--- src/rtl/clk_div_monitor_if.sv ---
// clk_div_monitor_if
//   Bundles the monitored divider wave and the measurement results.
//   Parameter CNT_W sets the width of the length fields and must match
//   the CNT_W of the attached clk_div_monitor.
//   Signals:
//     div_in      divided square wave under test
//     meas_valid  one-cycle pulse, new lengths available
//     high_len    high time of the last complete period
//     low_len     low time of the last complete period
//     period_len  high_len + low_len, saturating
//     locked      period matched the expected value long enough
//     stall       no edge seen for the timeout window
//   Modports: slave = monitor side, master = stimulus/consumer side.
interface clk_div_monitor_if #(parameter int CNT_W = 16);
  logic             div_in;
  logic             meas_valid;
  logic [CNT_W-1:0] high_len;
  logic [CNT_W-1:0] low_len;
  logic [CNT_W-1:0] period_len;
  logic             locked;
  logic             stall;

  modport slave  (input  div_in,
                  output meas_valid, high_len, low_len, period_len, locked, stall);
  modport master (output div_in,
                  input  meas_valid, high_len, low_len, period_len, locked, stall);
endinterface

--- src/rtl/clk_div_monitor.sv ---
// clk_div_monitor
//   Measures high time, low time and period of a divided square wave in
//   the sys_clk domain, flags lock after LOCK_CNT consecutive periods of
//   EXP_PERIOD cycles and flags stall after TIMEOUT cycles without an edge.
//   Ports:
//     sys_clk  system clock, rising edge
//     sys_rst  synchronous active-high reset
//     bus      clk_div_monitor_if.slave (div_in in, measurement results out)
//   Optional feature: define DIV_MON_SYNC_EN to put a 2-flop synchronizer
//   on div_in (adds 2 cycles to every edge-related event, lengths unchanged).
module clk_div_monitor #(
  parameter int CNT_W      = 16,
  parameter int EXP_PERIOD = 6,
  parameter int LOCK_CNT   = 4,
  parameter int TIMEOUT    = 1024
) (
  input  logic             sys_clk,
  input  logic             sys_rst,
  clk_div_monitor_if.slave bus
);
  localparam int IDLE_W  = $clog2(TIMEOUT + 1);
  localparam int MATCH_W = $clog2(LOCK_CNT + 1);

  localparam logic [1:0] S_WAIT = 2'd0;
  localparam logic [1:0] S_HIGH = 2'd1;
  localparam logic [1:0] S_LOW  = 2'd2;

  localparam logic [CNT_W-1:0]   CNT_MAX  = '1;
  localparam logic [CNT_W-1:0]   EXP_P    = CNT_W'(EXP_PERIOD);
  localparam logic [IDLE_W-1:0]  IDLE_LIM = IDLE_W'(TIMEOUT);
  localparam logic [MATCH_W-1:0] LOCK_M   = MATCH_W'(LOCK_CNT);

  logic               w_div_s, w_rise, w_fall, w_edge, w_timeout;
  logic               r_div_d;
  logic [1:0]         r_state;
  logic [CNT_W-1:0]   r_hcnt, r_lcnt, r_h_hold;
  logic [IDLE_W-1:0]  r_idle;
  logic [MATCH_W-1:0] r_match, w_match_nxt;
  logic [CNT_W:0]     w_psum;
  logic [CNT_W-1:0]   w_period_sat;
  logic               r_meas_valid, r_locked, r_stall;
  logic [CNT_W-1:0]   r_high_len, r_low_len, r_period_len;

`ifdef DIV_MON_SYNC_EN
  // Synchronizer flops run freely through reset so div_s already reflects
  // the real level when reset releases.
  logic [1:0] r_sync;
  always_ff @(posedge sys_clk) r_sync <= {r_sync[0], bus.div_in};
  assign w_div_s = r_sync[1];
`else
  assign w_div_s = bus.div_in;
`endif

  assign w_rise = w_div_s & ~r_div_d;
  assign w_fall = ~w_div_s & r_div_d;
  assign w_edge = w_rise | w_fall;
  // An edge arriving in the timeout cycle wins over the stall.
  assign w_timeout = (r_idle == IDLE_LIM) && !w_edge;

  assign w_psum       = {1'b0, r_h_hold} + {1'b0, r_lcnt};
  assign w_period_sat = w_psum[CNT_W] ? CNT_MAX : w_psum[CNT_W-1:0];

  // Match count is updated from the registered measurement so locked can
  // follow the meas_valid pulse by exactly one cycle.
  always_comb begin
    w_match_nxt = r_match;
    if (r_meas_valid) begin
      if (r_period_len == EXP_P)
        w_match_nxt = (r_match == LOCK_M) ? r_match : r_match + 1'b1;
      else
        w_match_nxt = '0;
    end
  end

  always_ff @(posedge sys_clk) begin
    // div_d tracks div_s even in reset: a wave already high at release is
    // not mistaken for a rise.
    r_div_d <= w_div_s;
    if (sys_rst) begin
      r_state      <= S_WAIT;
      r_hcnt       <= '0;
      r_lcnt       <= '0;
      r_h_hold     <= '0;
      r_idle       <= '0;
      r_match      <= '0;
      r_meas_valid <= 1'b0;
      r_locked     <= 1'b0;
      r_stall      <= 1'b0;
      r_high_len   <= '0;
      r_low_len    <= '0;
      r_period_len <= '0;
    end else begin
      r_meas_valid <= 1'b0;
      if (w_edge)                r_idle <= '0;
      else if (r_idle != IDLE_LIM) r_idle <= r_idle + 1'b1;

      r_match  <= w_timeout ? '0   : w_match_nxt;
      r_locked <= w_timeout ? 1'b0 : (w_match_nxt == LOCK_M);

      if (w_timeout)   r_stall <= 1'b1;
      else if (w_rise) r_stall <= 1'b0;

      if (w_timeout) begin
        r_state <= S_WAIT;
      end else begin
        case (r_state)
          S_WAIT: if (w_rise) begin
            r_hcnt  <= CNT_W'(1);
            r_state <= S_HIGH;
          end
          S_HIGH: if (w_fall) begin
            r_h_hold <= r_hcnt;
            r_lcnt   <= CNT_W'(1);
            r_state  <= S_LOW;
          end else if (w_div_s && r_hcnt != CNT_MAX) begin
            r_hcnt <= r_hcnt + 1'b1;
          end
          S_LOW: if (w_rise) begin
            r_high_len   <= r_h_hold;
            r_low_len    <= r_lcnt;
            r_period_len <= w_period_sat;
            r_meas_valid <= 1'b1;
            r_hcnt       <= CNT_W'(1);
            r_state      <= S_HIGH;
          end else if (!w_div_s && r_lcnt != CNT_MAX) begin
            r_lcnt <= r_lcnt + 1'b1;
          end
          default: r_state <= S_WAIT;
        endcase
      end
    end
  end

  assign bus.meas_valid = r_meas_valid;
  assign bus.high_len   = r_high_len;
  assign bus.low_len    = r_low_len;
  assign bus.period_len = r_period_len;
  assign bus.locked     = r_locked;
  assign bus.stall      = r_stall;
endmodule

--- src/flat_wrapper.sv ---
// flat-port wrapper written by rule: the top's interface ports become plain ports
module clk_div_monitor_flat 
#(
  parameter int CNT_W      = 16,
  parameter int EXP_PERIOD = 6,
  parameter int LOCK_CNT   = 4,
  parameter int TIMEOUT    = 1024
)
  (sys_clk, sys_rst, bus_div_in, bus_meas_valid, bus_high_len, bus_low_len, bus_period_len, bus_locked, bus_stall);
  clk_div_monitor_if #(.CNT_W(CNT_W)) bus_i ();
  input  logic sys_clk;
  input  logic sys_rst;
  input wire logic [$bits(bus_i.div_in)-1:0] bus_div_in;
  output wire logic [$bits(bus_i.meas_valid)-1:0] bus_meas_valid;
  output wire logic [$bits(bus_i.high_len)-1:0] bus_high_len;
  output wire logic [$bits(bus_i.low_len)-1:0] bus_low_len;
  output wire logic [$bits(bus_i.period_len)-1:0] bus_period_len;
  output wire logic [$bits(bus_i.locked)-1:0] bus_locked;
  output wire logic [$bits(bus_i.stall)-1:0] bus_stall;
  assign bus_i.div_in = bus_div_in;
  assign bus_meas_valid = bus_i.meas_valid;
  assign bus_high_len = bus_i.high_len;
  assign bus_low_len = bus_i.low_len;
  assign bus_period_len = bus_i.period_len;
  assign bus_locked = bus_i.locked;
  assign bus_stall = bus_i.stall;
  clk_div_monitor #(.CNT_W(CNT_W), .EXP_PERIOD(EXP_PERIOD), .LOCK_CNT(LOCK_CNT), .TIMEOUT(TIMEOUT)) u_core (.sys_clk(sys_clk), .sys_rst(sys_rst), .bus(bus_i));
endmodule
--- config.mk ---
export PLATFORM = sky130hd
export DESIGN_NAME = clk_div_monitor_flat
export DESIGN_NICKNAME = d
export VERILOG_FILES = /design/src/rtl/clk_div_monitor_if.sv /design/src/rtl/clk_div_monitor.sv /design/src/flat_wrapper.sv
export SDC_FILE = /design/constraint.sdc
export NUM_CORES = 1
export LEC_CHECK = 0
export CAP_MARGIN = 20
export CORE_MARGIN = 5
export CORE_UTILIZATION = 55
export CTS_CLUSTER_DIAMETER = 120
export CTS_CLUSTER_SIZE = 12
export DETAILED_ROUTE_END_ITERATION = 8
export PLACE_DENSITY = 0.77
export SYNTH_ARGS = -nofsm -noshare
export SYNTH_HDL_FRONTEND = slang
export SYNTH_SLANG_ARGS = --single-unit
--- constraint.sdc ---
create_clock -name sys_clk -period 4 [get_ports sys_clk]
set_input_delay 0.6 -clock sys_clk [delete_from_list [all_inputs] [get_ports sys_clk]]
set_output_delay 0.6 -clock sys_clk [all_outputs]
set_load 0.02 [all_outputs]
==> results.ini, run 1 <==
[sta]
relSlewSlack = 0.408
finalMaxSlewViolations = 0
finalSetupViolCount = 0
post-route-period-util = 0.763
tns_ns = 0
fin_crit_ns = 3.05
max_freq_mhz = 328
tightest_slew_ns = 0.875
fin_skew_ns = 0.00666
rsz0062_at_grt = no
hold_viol = 0

[synth]
synth-seq-area-share = 0.410
synth-seq-cells = 116
synth_area_um2 = 5670
synth_cells = 686
synth-edff-count = 0
ys.flop_type = dfxtp_1
synth_area_leaders = dfxtp_1 41%, a21oi_1 8.8%, nand2_1 7.0%, ha_1 5.3%, o21ai_0 3.4%
yosysWarnings = 0
synth_most_common_cell = dfxtp_1
async_flop_share = 0
synth_top_area_share = 0.410
syn_nets = 714
synth_cell_types = 70
yosys.area.top_type = dfxtp_1
avgSynthCellArea_um2 = 8.26
synth.top_cells.by_count = 116 x dfxtp_1, 106 x nand2_1, 100 x a21oi_1

[clocking]
post-cts-setup-buffers = 0
clk_pin_slew_ns = 0.06
worstSkewPairLatency_ns = 0.52
cts_root_buf = clkbuf_8
cts_resized = 0
clock_path_buffers = 2
cts_tree = built
clock_sinks = 116
cts_inserted_buffers = 17
htree_levels = 4
holdBufCountCts = 0

[power]
p_leak_uw = 0.00239
irDropWorstVdd_mv = 0.266
power.density_nw_per_um2 = 393

[setup_path]
startpoint_type = register
cp_data_required_time_ns = 4.44
critPathCaptureType = register
cp_data_arrival_time_ns = 3.49
path_class = register to register
cp_max_fo = 11

[final_layout]
fin_cells = 879
antenna_cells = 0
num-nets-final = 758
layout-drive-gt1-share = 0.0713
area_growth_pct = 20.5

[global_route]
grt_max_degree = 48
grt_pass1_wl_um = 24500
grtUsageTotal = 0.239
grt_pass1_vias = 5092
antenna_found_initial = 0
grt-ovfl-total = 0

[floorplan]
io_pins = 54
die_area_um2 = 12400
start_util = 0.557
fp.coreArea_um2 = 10200
dieHeight_um = 112
die_w_um = 112
rows = 37

[detailed_routing]
wl_per_cell_um = 16.9
viasPerCell = 5.99
drtIter0Drc = 494
wl_um = 14900
drc_errors = 0
vias = 5268
postRouteAntennaNets = 0
firstDrtPassIters = 5

[run_status]
status = completed

[place]
portBuffers = 53
gp_congestion = 0.890
dpl.cell_count = 847
dp_hpwl_um = 10300

[flow_run]
cap_violations = 0

[worst_hold_path]
min_path_type = register to register

## state kept, by name, summed over array words and instances (netlist names)
register,cells
u_core.r_match,3
u_core.bus.period_len,16
u_core.r_div_d,1
u_core.bus.meas_valid,1
u_core.r_hcnt,16
u_core.bus.high_len,16
u_core.bus.locked,1
u_core.bus.stall,1
u_core.r_state,2
u_core.r_h_hold,16
u_core.r_idle,11
u_core.bus.low_len,16
u_core.r_lcnt,16
## logic make-up after synthesis
kind of cell,share of synthesized area
muxes,0.0318
DFF,0.410
and+or+nand+nor,0.236
adders and majority gates,0.0565
xor gates and xnor gates,0.0278
AOI/OAI and AO/OA,0.201
buffers and inverters,0.0377
## final timing paths
check	start	to	slack [ns]	depth (start not counted)
hold / removal	u_core.bus.high_len[12]$_SDFFE_PP0P_	u_core.bus.high_len[12]$_SDFFE_PP0P_	0.45	2
setup / recovery	u_core.r_lcnt[1]$_SDFFE_PP0P_	u_core.r_lcnt[10]$_SDFFE_PP0P_	0.95	7
setup reg to reg	u_core.r_lcnt[1]$_SDFFE_PP0P_	u_core.r_lcnt[10]$_SDFFE_PP0P_	0.95	7
hold reg to reg	u_core.bus.high_len[12]$_SDFFE_PP0P_	u_core.bus.high_len[12]$_SDFFE_PP0P_	0.45	2
## where the power goes
| part | switching (uW) | total, uW | internal (uW) |
|---|---|---|---|
| registers | 8.75 | 1170 | 1160 |
| logic | 55.6 | 78.6 | 23.1 |
| clock network | 511 | 1440 | 927 |
## metrics by stage
step	area (um^2)	setup WS [ns]	util	power, uW	hold slack, ns
after floorplan	5670	1.56	-	1250	0.449
final	6830	0.949	0.671	2690	0.451
after detailed placement	6260	0.736	0.615	1270	0.446
after global placement	6260	0.829	0.615	1270	0.442
after CTS	6830	1.05	0.671	2700	0.454
after global routing	6830	0.757	0.671	2770	0.471
## worst max-delay path, cell delays in order (launching register included)
cell and delay [ns]:
dfxtp_1 0.56, ha_1 0.29, nand3_1 0.21, nor4_2 0.49, a41oi_1 0.26, o21ai_1 0.60
nand2_2 0.30, a31oi_1 0.25
## layer usage
| metal | up-vias | track usage | part of all wire |
|---|---|---|---|
| met2 | 206 | 0.405 | 0.48 |
| li1 | 2556 | - | - |
| met5 | - | 0 | 0 |
| met4 | 0 | 0.101 | 0.028 |
| met1 | 2467 | 0.292 | 0.42 |
| met3 | 39 | 0.0565 | 0.071 |
## cells in the final DEF, fill, tap and decap left out, drive strengths merged, types with 2 or more instances in the layout
cell type	instances
or4	5
dfxtp	116
nand3b	2
a211oi	4
buf	5
clkdlybuf4s50	52
ha	24
and4	3
xnor2	7
a31oi	18
nor4b	5
nor3	14
nor2	49
a311oi	2
o21a	3
and3	10
a2111oi	2
xor2	11
nor2b	4
a21oi	101
and2	2
a41oi	4
clkinvlp	2
clkbuf	22
bufinv	2
nand3	19
o311a	2
nor4	12
o21ai	39
o211ai	2
a21o	7
or3b	3
or3	10
inv	15
o21bai	2
nand2b	7
mux2i	18
nand2	109
nand4	6
clkinv	8
## cell type report
class	count	area, um^2
Sequential cell	116	2320
Inverter	17	63.8
Timing Repair Buffer	57	556
Clock buffer	22	463
Multi-Input combinational cell	521	3150
Clock inverter	10	105
Tap cell	136	170
Fill cell	819	3350
Note: power is estimated with default switching activity, not from simulation.
==> run 2, diff against run 1 <==
--- a/config.mk
+++ b/config.mk
@@ -7,11 +7,11 @@
 export LEC_CHECK = 0
 export CAP_MARGIN = 20
 export CORE_MARGIN = 5
-export CORE_UTILIZATION = 55
+export CORE_UTILIZATION = 52
 export CTS_CLUSTER_DIAMETER = 120
 export CTS_CLUSTER_SIZE = 12
 export DETAILED_ROUTE_END_ITERATION = 8
-export PLACE_DENSITY = 0.77
+export PLACE_DENSITY = 0.76
 export SYNTH_ARGS = -nofsm -noshare
 export SYNTH_HDL_FRONTEND = slang
 export SYNTH_SLANG_ARGS = --single-unit
==> constraint.sdc (replaced) <==
create_clock -name sys_clk -period 2.6 [get_ports sys_clk]
set_input_delay 0.39 -clock sys_clk [delete_from_list [all_inputs] [get_ports sys_clk]]
set_output_delay 0.39 -clock sys_clk [all_outputs]
set_load 0.02 [all_outputs]
==> results.ini, run 2 (synthesis results as in run 1) <==
[power]
p_leak_uw = 0.00258  ; +8.0%
p_sw_frac = 0.209  ; -0.00540
switching_power_uw = 886  ; +54%
pwr-share-clk = 0.542  ; +0.007
power.density_nw_per_um2 = 590  ; +50%
p_int_uw = 3360  ; +59%
combPwrFrac = 0.035  ; +0.006
pwr-share-seq = 0.423  ; -0.013
irDropWorstVdd_mv = 0.388  ; +46%

[detailed_routing]
firstDrtPassIters = 5  ; unchanged
drc_errors = 0  ; unchanged
viasPerCell = 5.93  ; -1.1%
wl_per_cell_um = 16.8  ; -0.68%
postRouteAntennaNets = 0  ; unchanged
vias = 5446  ; +3.4%
wl_um = 15400  ; +3.8%
drtIter0Drc = 382  ; -23%

[final_layout]
final_common_cell = dfxtp_1
regArea_um2 = 2320  ; unchanged
fin_cells = 919  ; +4.6%
fin_util = 0.670  ; -0.00111
layout-drive-gt1-share = 0.123  ; +0.0519
nFillCells = 860  ; +5.0%
num-nets-final = 795  ; +4.9%
area_growth_pct = 26.9
multi_input_area_um2 = 3190  ; +1.1%
layout_common_cells = 116 x dfxtp_1, 106 x nand2_1, 100 x a21oi_1
antenna_cells = 0  ; unchanged

[place]
dp_hpwl_um = 10900  ; +6.0%
dpl.cell_count = 887  ; +4.7%
gp_congestion = 0.929  ; +4.5%
portBuffers = 53  ; unchanged
pre_cts_slack_ns = -0.0872  ; -0.823 ns

[sta]
tns_ns = 0  ; unchanged
holdWs_ns = 0.215  ; -0.236 ns
finalMaxSlewViolations = 0  ; unchanged
rsz0062_at_grt = no
finalSetupViolCount = 0  ; unchanged
fin_crit_ns = 2.51  ; -0.543 ns
hold_viol = 0  ; unchanged
max_freq_mhz = 399  ; +22%
post-route-period-util = 0.964  ; +0.202
tightest_slew_ns = 0.515  ; -0.360 ns
final.setup.worst_slack_ns = 0.0926  ; -0.857 ns
relSlewSlack = 0.648  ; +0.240
fin_skew_ns = 0.00900  ; +0.00234 ns

[setup_path]
critPathCaptureType = register
path_class = register to register
worstReg2RegStart = u_core.r_h_hold[0]$_SDFFE_PP0P_
slowest_delay_ns = 0.40  ; -0.20 ns
cp_max_fo = 14  ; +3
cp_data_arrival_time_ns = 2.89  ; -0.60 ns
cp.depth = 9  ; +2
path_cells = ha_2 > fa_2 > a21o_1 > a31oi_4 > nor4b_2 > or3_4 > a31oi_4 > buf_12 > a21oi_1
critPathMostFrequentCell = a31oi_4
critPathSlowestCell = or3_4
worst-path-buf-inv = 1  ; +1
crit_start = u_core.r_h_hold[0]$_SDFFE_PP0P_
crit_family = compound AO/OA/AOI/OAI gates
r2r_cells = 9  ; +2
startpoint_type = register
cp_data_required_time_ns = 2.98  ; -1.46 ns

[clocking]
cts_root_buf = clkbuf_8
clock_sinks = 116  ; unchanged
cts_tree = built
clk_pin_slew_ns = 0.05  ; about the same
worstSkewPairLatency_ns = 0.51  ; about the same
clock_path_buffers = 2  ; unchanged
htree_levels = 4  ; unchanged
cts_inserted_buffers = 17  ; unchanged

[worst_hold_path]
min_path_cells = 2  ; unchanged
hold_start = sys_rst
min_path_type = input port to register

[floorplan]
die_area_um2 = 13100  ; +5.3%
dieHeight_um = 114  ; +2.6%
fp.coreArea_um2 = 10700  ; +5.5%
start_util = 0.528  ; -0.0290
io_pins = 54  ; unchanged
rows = 38  ; +2.7%
die_w_um = 114  ; +2.6%

[global_route]
antenna_found_initial = 0  ; unchanged
grtUsageTotal = 0.244  ; +0.00464
grt_pass1_vias = 5323  ; +4.5%
grt_pass1_wl_um = 25600  ; +4.5%
grt_max_degree = 47  ; -2.1%
grt-ovfl-total = 0  ; unchanged

[flow_run]
cap_violations = 0  ; unchanged

[run_status]
status = completed

[run 2: changes by cell type in the layout (fill, tap and decap cells not counted), sizes merged]
cell / change
buf: +37
clkbuf: -1
clkinv: -1
bufinv: +1
[run 2: path summary, 6_finish.rpt]
check | to | slack [ns]
worst max-delay path | u_core.bus.period_len[3]$_SDFFE_PP0P_ | 0.09
worst max register to register | u_core.bus.period_len[3]$_SDFFE_PP0P_ | 0.09
worst min-delay path | u_core.bus.meas_valid$_SDFF_PP0_ | 0.21
worst min register to register | u_core.bus.high_len[0]$_SDFFE_PP0P_ | 0.45
[run 2: worst reg2reg max path, cell delays in order, from the launching register on]
cell and delay (ns):
dfxtp_1 0.34, ha_2 0.22, fa_2 0.36, a21o_1 0.25, a31oi_4 0.22, nor4b_2 0.08
or3_4 0.40, a31oi_4 0.24, buf_12 0.17, a21oi_1 0.09
[run 2: area by class of cell]
type | instances | area share
Clock buffer | 21 | 0.0638
Inverter | 17 | 0.00887
Clock inverter | 10 | 0.0181
Multi-Input combinational cell | 521 | 0.443
Sequential cell | 116 | 0.323
Tap cell | 140 | 0.0243
Timing Repair Buffer | 94 | 0.119
[run 2: timing repair]
item                       in CTS  in global routing
cloned                          0                  0
pin swaps                       2                  2
buffers inserted                0                  1
gates resized for setup         3                  4
hold buffers                    0                  0
setup endpoints to repair      15                 31
[run 2: metal layers]
metal,vias to the layer above,part of all wire,GRT usage
li1,2634,-,-
met1,2560,0.42,0.300
met2,211,0.47,0.400
met3,41,0.062,0.0507
met4,0,0.044,0.131
met5,-,0,0
[run 2: power groups by stage]
stage,logic [uW],registers [uW],clock network (uW)
finish,147,1800,2300
floorplan,87.5,1840,0
CTS,145,1800,2320
global route,162,1800,2410
detailed placement,142,1840,0
global placement,138,1830,0
[run 2: metrics by stage]
stage	instance area [um^2]	power (uW)
CTS	7160	4260
detailed placement	6560	1980
global route	7200	4370
global placement	6560	1970
floorplan	5670	1920
finish	7200	4250
==> run 3, diff against run 2 <==
--- a/config.mk
+++ b/config.mk
@@ -8,10 +8,10 @@
 export CAP_MARGIN = 20
 export CORE_MARGIN = 5
 export CORE_UTILIZATION = 52
-export CTS_CLUSTER_DIAMETER = 120
 export CTS_CLUSTER_SIZE = 12
 export DETAILED_ROUTE_END_ITERATION = 8
 export PLACE_DENSITY = 0.76
+export SLEW_MARGIN = 30
 export SYNTH_ARGS = -nofsm -noshare
 export SYNTH_HDL_FRONTEND = slang
 export SYNTH_SLANG_ARGS = --single-unit
==> results of run 3 <==
Same layout as run 2: the final DEF is identical, and so are final timing and power.
